==> config.mk <==
export PLATFORM = sky130hd
export DESIGN_NAME = ssvep_freq_scheduler
export DESIGN_NICKNAME = d
export VERILOG_FILES = /design/src/rtl/ssvep_freq_scheduler.sv
export SDC_FILE = /design/constraint.sdc
export NUM_CORES = 1
export LEC_CHECK = 0
export CAP_MARGIN = 20
export CORE_UTILIZATION = 57
export CTS_CLUSTER_SIZE = 25
export DETAILED_ROUTE_END_ITERATION = 10
export PLACE_DENSITY = 0.93
export SLEW_MARGIN = 20
export SYNTH_ARGS = -nofsm -noshare
export SYNTH_HDL_FRONTEND = slang
export SYNTH_SLANG_ARGS = --single-unit
==> constraint.sdc <==
create_clock -name clk -period 5.1 [get_ports clk]
set_input_delay 0.765 -clock clk [delete_from_list [all_inputs] [get_ports clk]]
set_output_delay 0.765 -clock clk [all_outputs]
set_load 0.005 [all_outputs]
==> src/rtl/ssvep_freq_scheduler.sv <==
// ----------------------------------------------------------------------------
// ssvep_freq_scheduler
//
// Steps a visual stimulus through N_SLOTS reference frequencies and picks the
// slot with the largest averaged lock-in amplitude.
//
// For each slot the scheduler:
//   1. pulses lockin_clear for one cycle,
//   2. discards the first SETTLE results,
//   3. accumulates the next AVG results and averages them,
//   4. compares the average against the best so far.
// After the last slot it pulses done and publishes the winner.
//
// Ports
//   clk          system clock
//   reset        asynchronous, active-high reset
//   start        one-cycle pulse that begins a scan (ignored while busy)
//   abort        one-cycle pulse that cancels a scan
//   amp_in       unsigned amplitude from the result calculator
//   amp_valid    amp_in qualifier, one cycle per result
//   m_sel        samples per reference period for the current slot
//   stim_en      visual stimulus enable
//   lockin_clear restarts the lock-in and mean filter
//   slot_idx     slot currently being measured
//   busy         FSM is not idle
//   done         one-cycle pulse when a scan completes
//   winner_idx   slot with the largest averaged amplitude
//   winner_amp   averaged amplitude of the winning slot
//   detect       detection flag, updated together with the winner
//
// Optional feature
//   SSVEP_SCHED_THRESH_EN : when defined, detect = (best_amp >= THRESH).
//                           When undefined, detect is set on every completed
//                           scan and THRESH has no effect.
// ----------------------------------------------------------------------------
module ssvep_freq_scheduler #(
  parameter int          N_SLOTS = 4,
  parameter int          M0      = 125,
  parameter int          M1      = 100,
  parameter int          M2      = 83,
  parameter int          M3      = 66,
  parameter int          SETTLE  = 2,
  parameter int          AVG     = 4,
  parameter logic [31:0] THRESH  = 32'd1000
) (
  input  logic        clk,
  input  logic        reset,
  input  logic        start,
  input  logic        abort,
  input  logic [31:0] amp_in,
  input  logic        amp_valid,
  output logic [9:0]  m_sel,
  output logic        stim_en,
  output logic        lockin_clear,
  output logic [1:0]  slot_idx,
  output logic        busy,
  output logic        done,
  output logic [1:0]  winner_idx,
  output logic [31:0] winner_amp,
  output logic        detect
);

  typedef enum logic [2:0] {
    S_IDLE,
    S_CLEAR,
    S_SETTLE,
    S_ACQ,
    S_NEXT,
    S_DONE
  } state_t;

  localparam int         AVG_SHIFT   = $clog2(AVG);
  localparam logic [1:0] LAST_SLOT   = 2'(N_SLOTS - 1);
  localparam logic [7:0] SETTLE_LAST = 8'((SETTLE > 0) ? (SETTLE - 1) : 0);
  localparam logic [7:0] AVG_LAST    = 8'(AVG - 1);
  localparam bit         SKIP_SETTLE = (SETTLE == 0);

  state_t      state;
  state_t      next_state;
  logic [35:0] acc;
  logic [7:0]  cnt;
  logic [31:0] best_amp;
  logic [1:0]  best_idx;
  logic [31:0] avg;

  // Average of the current slot; AVG is a power of two so a shift divides.
  assign avg = 32'(acc >> AVG_SHIFT);

  // Period selection follows the slot being measured; slot_idx only changes
  // on the NEXT->CLEAR edge, so m_sel is steady for the whole slot.
  always_comb begin
    m_sel = 10'(M0);
    case (slot_idx)
      2'd0:    m_sel = 10'(M0);
      2'd1:    m_sel = 10'(M1);
      2'd2:    m_sel = 10'(M2);
      default: m_sel = 10'(M3);
    endcase
  end

  // State register.
  always_ff @(posedge clk or posedge reset) begin
    if (reset) begin
      state <= S_IDLE;
    end else begin
      state <= next_state;
    end
  end

  // Next-state and state-decoded outputs. Abort overrides every transition
  // out of a busy state; start together with abort in IDLE stays idle.
  always_comb begin
    next_state   = state;
    stim_en      = 1'b0;
    lockin_clear = 1'b0;
    busy         = 1'b1;
    done         = 1'b0;
    case (state)
      S_IDLE: begin
        busy = 1'b0;
        if (start && !abort) next_state = S_CLEAR;
      end
      S_CLEAR: begin
        stim_en      = 1'b1;
        lockin_clear = 1'b1;
        next_state   = SKIP_SETTLE ? S_ACQ : S_SETTLE;
      end
      S_SETTLE: begin
        stim_en = 1'b1;
        if (amp_valid && (cnt == SETTLE_LAST)) next_state = S_ACQ;
      end
      S_ACQ: begin
        stim_en = 1'b1;
        if (amp_valid && (cnt == AVG_LAST)) next_state = S_NEXT;
      end
      S_NEXT: begin
        stim_en    = 1'b1;
        next_state = (slot_idx == LAST_SLOT) ? S_DONE : S_CLEAR;
      end
      S_DONE: begin
        done       = 1'b1;
        next_state = S_IDLE;
      end
      default: begin
        next_state = S_IDLE;
      end
    endcase
    if (abort && (state != S_IDLE)) next_state = S_IDLE;
  end

  // Datapath: slot index, result counter, accumulator, running best and the
  // published winner. Every update is gated by abort so an aborted cycle
  // (including a coincident amp_valid) leaves no trace.
  always_ff @(posedge clk or posedge reset) begin
    if (reset) begin
      slot_idx   <= 2'd0;
      acc        <= 36'd0;
      cnt        <= 8'd0;
      best_amp   <= 32'd0;
      best_idx   <= 2'd0;
      winner_idx <= 2'd0;
      winner_amp <= 32'd0;
      detect     <= 1'b0;
    end else if (!abort) begin
      case (state)
        S_IDLE: begin
          if (start) slot_idx <= 2'd0;
        end
        S_CLEAR: begin
          acc <= 36'd0;
          cnt <= 8'd0;
        end
        S_SETTLE: begin
          if (amp_valid) begin
            cnt <= (cnt == SETTLE_LAST) ? 8'd0 : cnt + 8'd1;
          end
        end
        S_ACQ: begin
          if (amp_valid) begin
            acc <= acc + {4'd0, amp_in};
            cnt <= cnt + 8'd1;
          end
        end
        S_NEXT: begin
          // Strict compare: on a tie the earlier (lower) slot keeps the lead.
          if ((slot_idx == 2'd0) || (avg > best_amp)) begin
            best_amp <= avg;
            best_idx <= slot_idx;
          end
          if (slot_idx != LAST_SLOT) slot_idx <= slot_idx + 2'd1;
        end
        S_DONE: begin
          winner_idx <= best_idx;
          winner_amp <= best_amp;
`ifdef SSVEP_SCHED_THRESH_EN
          detect     <= (best_amp >= THRESH);
`else
          detect     <= 1'b1;
`endif
        end
        default: begin
        end
      endcase
    end
  end

`ifndef SSVEP_SCHED_THRESH_EN
  // The threshold only matters when the detection compare is built in.
  logic unused_thresh;
  assign unused_thresh = ^THRESH;
`endif

endmodule
==> flow_summary_export.csv <==
group,metric,value,unit
status,status,"finished, final reports clean",
pwr,p_seq_share,35.7,%
timing,slew_viol_final,0,
synthesis,synthCells,710,
pwr,p_comb_share,23.6,%
pwr,powerDensity,328,nW/um^2
synthesis,ys_top_cells_by_area,"dfrtp_1 40%, ha_1 12%, mux2_2 11%",
min_path,hold_class,"reg -> reg",
die,die_w,114,um
die,dieHeight,114,um
pwr,pwr-share-clk,40.7,%
cts,post-cts-setup-buffers,0,
cts,path_clk_slew,0.06,ns
pwr,ir_drop,0.000235,V
worst_setup_path,worstSetupStartpointType,"input port",
route,drt_iter0_markers,524,
worst_setup_path,cp-end-kind,"flip-flop",
placement,post-place-cells,943,
timing,whs,0.469,ns
synthesis,avgSynthCellArea,10.1,um^2
cts,cts_max_level,4,
cts,clock_path_buffers,2,
finish,drive_gt1_share,14.7,%
timing,rsz0062_at_grt,"false",
global_route,grt_use_total,28.8,%
timing,worst_pin_slew,0.982,ns
synthesis,synth_edf_count,0,
cts,holdBufCountCts,0,
cts,cts_sinks,116,
synthesis,synth_ff_type,"dfrtp_1",
die,core,12200,um^2
synthesis,ys_warn_count,0,
timing,post-route-period-util,73.3,%
finish,final_common_cell,"dfrtp_1",
die,boundaryPins,88,
die,die-area,13100,um^2
pwr,p_leak,4.23,nW
pwr,power.net_switching,0.886,mW
pwr,sw_frac_of_total,30.8,%
finish,utilization,72.0,%
cts,cts_buffers,17,
placement,hpwl,12000,um
synthesis,synth_largest_area_cell,"dfrtp_1",
finish,stdcell_count,975,
finish,antenna_cells,0,
synthesis,synth_top_family_by_area,"compound AO/OA/AOI/OAI gates",
global_route,grt_pass1_vias,6076,
die,rows,40,
synthesis,synthDistinctLibCells,54,
pwr,power.internal,1.99,mW
route,wl,17500,um
global_route,antenna_found_initial,0,
worst_setup_path,crit_arrival,4.05,ns
synthesis,synthAdderAreaFrac,12.6,%
synthesis,synth_xor_area_share,3.53,%
synthesis,netlist_area,7200,um^2
placement,port_buffers,83,
synthesis,synth_mux_area_share,10.9,%
cts,cts_root_buf,"clkbuf_16",
worst_setup_path,crit_type,"in -> reg",
finish,syn2layout_area_growth,21.7,%
timing,finalSetupViolations,0,
finish,layout_common_cells,"116 x dfrtp_1, 83 x clkdlybuf4s50_1, 71 x ha_1",
worst_setup_path,required,5.41,ns
finish,nFillCells,834,
synthesis,ys_ff_latch,116,
synthesis,synth-seq-area-share,40.3,%
synthesis,synthSimpleGateAreaFrac,12.0,%
timing,slew_headroom,34.2,%
route,drc,0,
global_route,gr-total-overflow,0,
run,cap_violations,0,
route,drtPass1Iterations,6,
route,viasPerCell,6.09,
pwr,finalPower,2.87,mW
cts,post_cts_resized,0,
finish,layout.nets,903,
timing,fin_worst_skew,0.00887,ns
route,via_count,5936,
timing,hold_viol_final,0,
cts,cts_tree,"built",
synthesis,async_reset_ff_share,100,%
route,ant_nets,0,
route,wl_per_cell,17.9,um
placement,place_congestion,0.950,
global_route,grt_pass1_wl,29400,um
worst_setup_path,path_max_fanout,5,
die,initial_core_util,59.2,%
timing,tns,0,ns
synthesis,netlist.area_leader.share,40.3,%
global_route,grt_max_degree,72,
timing,fin_crit,3.74,ns
synthesis,synth-compound-area-share,16.4,%
cts,clk_latency,0.42,ns
timing,clock.fmax,267,MHz
cell families (layout without fill, tap and decap cells):
| group | Yosys count | count (layout) |
|---|---|---|
| DFF | 116 | 116 |
| adders and majority gates | 72 | 72 |
| xor gates and xnor gates | 29 | 29 |
| AOI/OAI and AO/OA | 177 | 177 |
| muxes | 70 | 70 |
| other | 2 | 4 |
| and+or+nand+nor | 172 | 172 |
| buffers and inverters | 72 | 167 |
power groups by stage:
stage | registers [mW] | clock network (mW) | logic (mW)
after floorplan | 1.02 | 0 | 0.486
after global placement | 1.03 | 0 | 0.618
after detailed placement | 1.04 | 0 | 0.639
after CTS | 1.02 | 1.18 | 0.667
after global routing | 1.03 | 1.22 | 0.744
final | 1.03 | 1.17 | 0.678
Yosys cell counts, drive strengths merged (11+ instances only):
master / number
xor2: 17
a21oi: 40
ha: 71
dfrtp: 116
nor2: 29
a21o: 31
nand2: 56
nand4: 17
nand3: 16
clkbuf: 20
xnor2: 12
mux2: 69
or3: 11
o21ai: 47
inv: 46
final cells by class:
class                      instances  area (um^2)  share of cell area, %
multi-input combinational        524         4010                   45.8
clock buffer                      20          447                   5.10
clock inverter                    12          133                   1.51
timing repair buffer              89          876                   10.0
inverter                          46          175                   2.00
sequential                       116         2900                   33.2
tap                              168          210                   2.40
per-stage QoR:
step	setup WS [ns]	cell area, um^2
2_1_floorplan	1.26	7200
3_3_place_gp	1.27	8180
3_5_place_dp	1.20	8180
4_1_cts	1.49	8760
5_1_grt	1.24	8760
6_report	1.36	8760
path summary, 6_finish.rpt:
kind                           start           end  slack (ns)  cells after the start
min reg2reg                   detect        detect        0.47                      1
min in group asynchronous      reset   best_amp[2]        0.85                      3
max reg2reg                  acc[31]  best_amp[11]        1.37                      7
max in group asynchronous      reset       acc[21]        3.51                      3
max                        amp_in[0]       acc[32]        1.36                     11
min                           detect        detect        0.47                      1
flip-flops by register name, summed over array words and instances, names as in the netlist:
register,count
acc,34
detect,1
winner_amp,32
cnt,8
winner_idx,2
best_idx,2
slot_idx,2
best_amp,32
state,3
metal layers:
layer  global-route usage [%]  vias up  routed length, um
met4                     13.5        0                628
li1                         -     2746                  -
met1                     35.0     2857               7370
met3                     5.19       80                879
met2                     49.7      253               8570
met5                        0        -                  0
critical path, cell delays in order:
cell and delay (ns):
clkdlybuf4s50_1 0.44, ha_1 0.24, fa_1 0.41, a21o_1 0.22, a221oi_1 0.51, o211ai_1 0.38
nand4_1 0.24, a311oi_1 0.15, nor4_1 0.43, o311ai_0 0.19, o41ai_1 0.08
(Power assumes the default switching activity.)
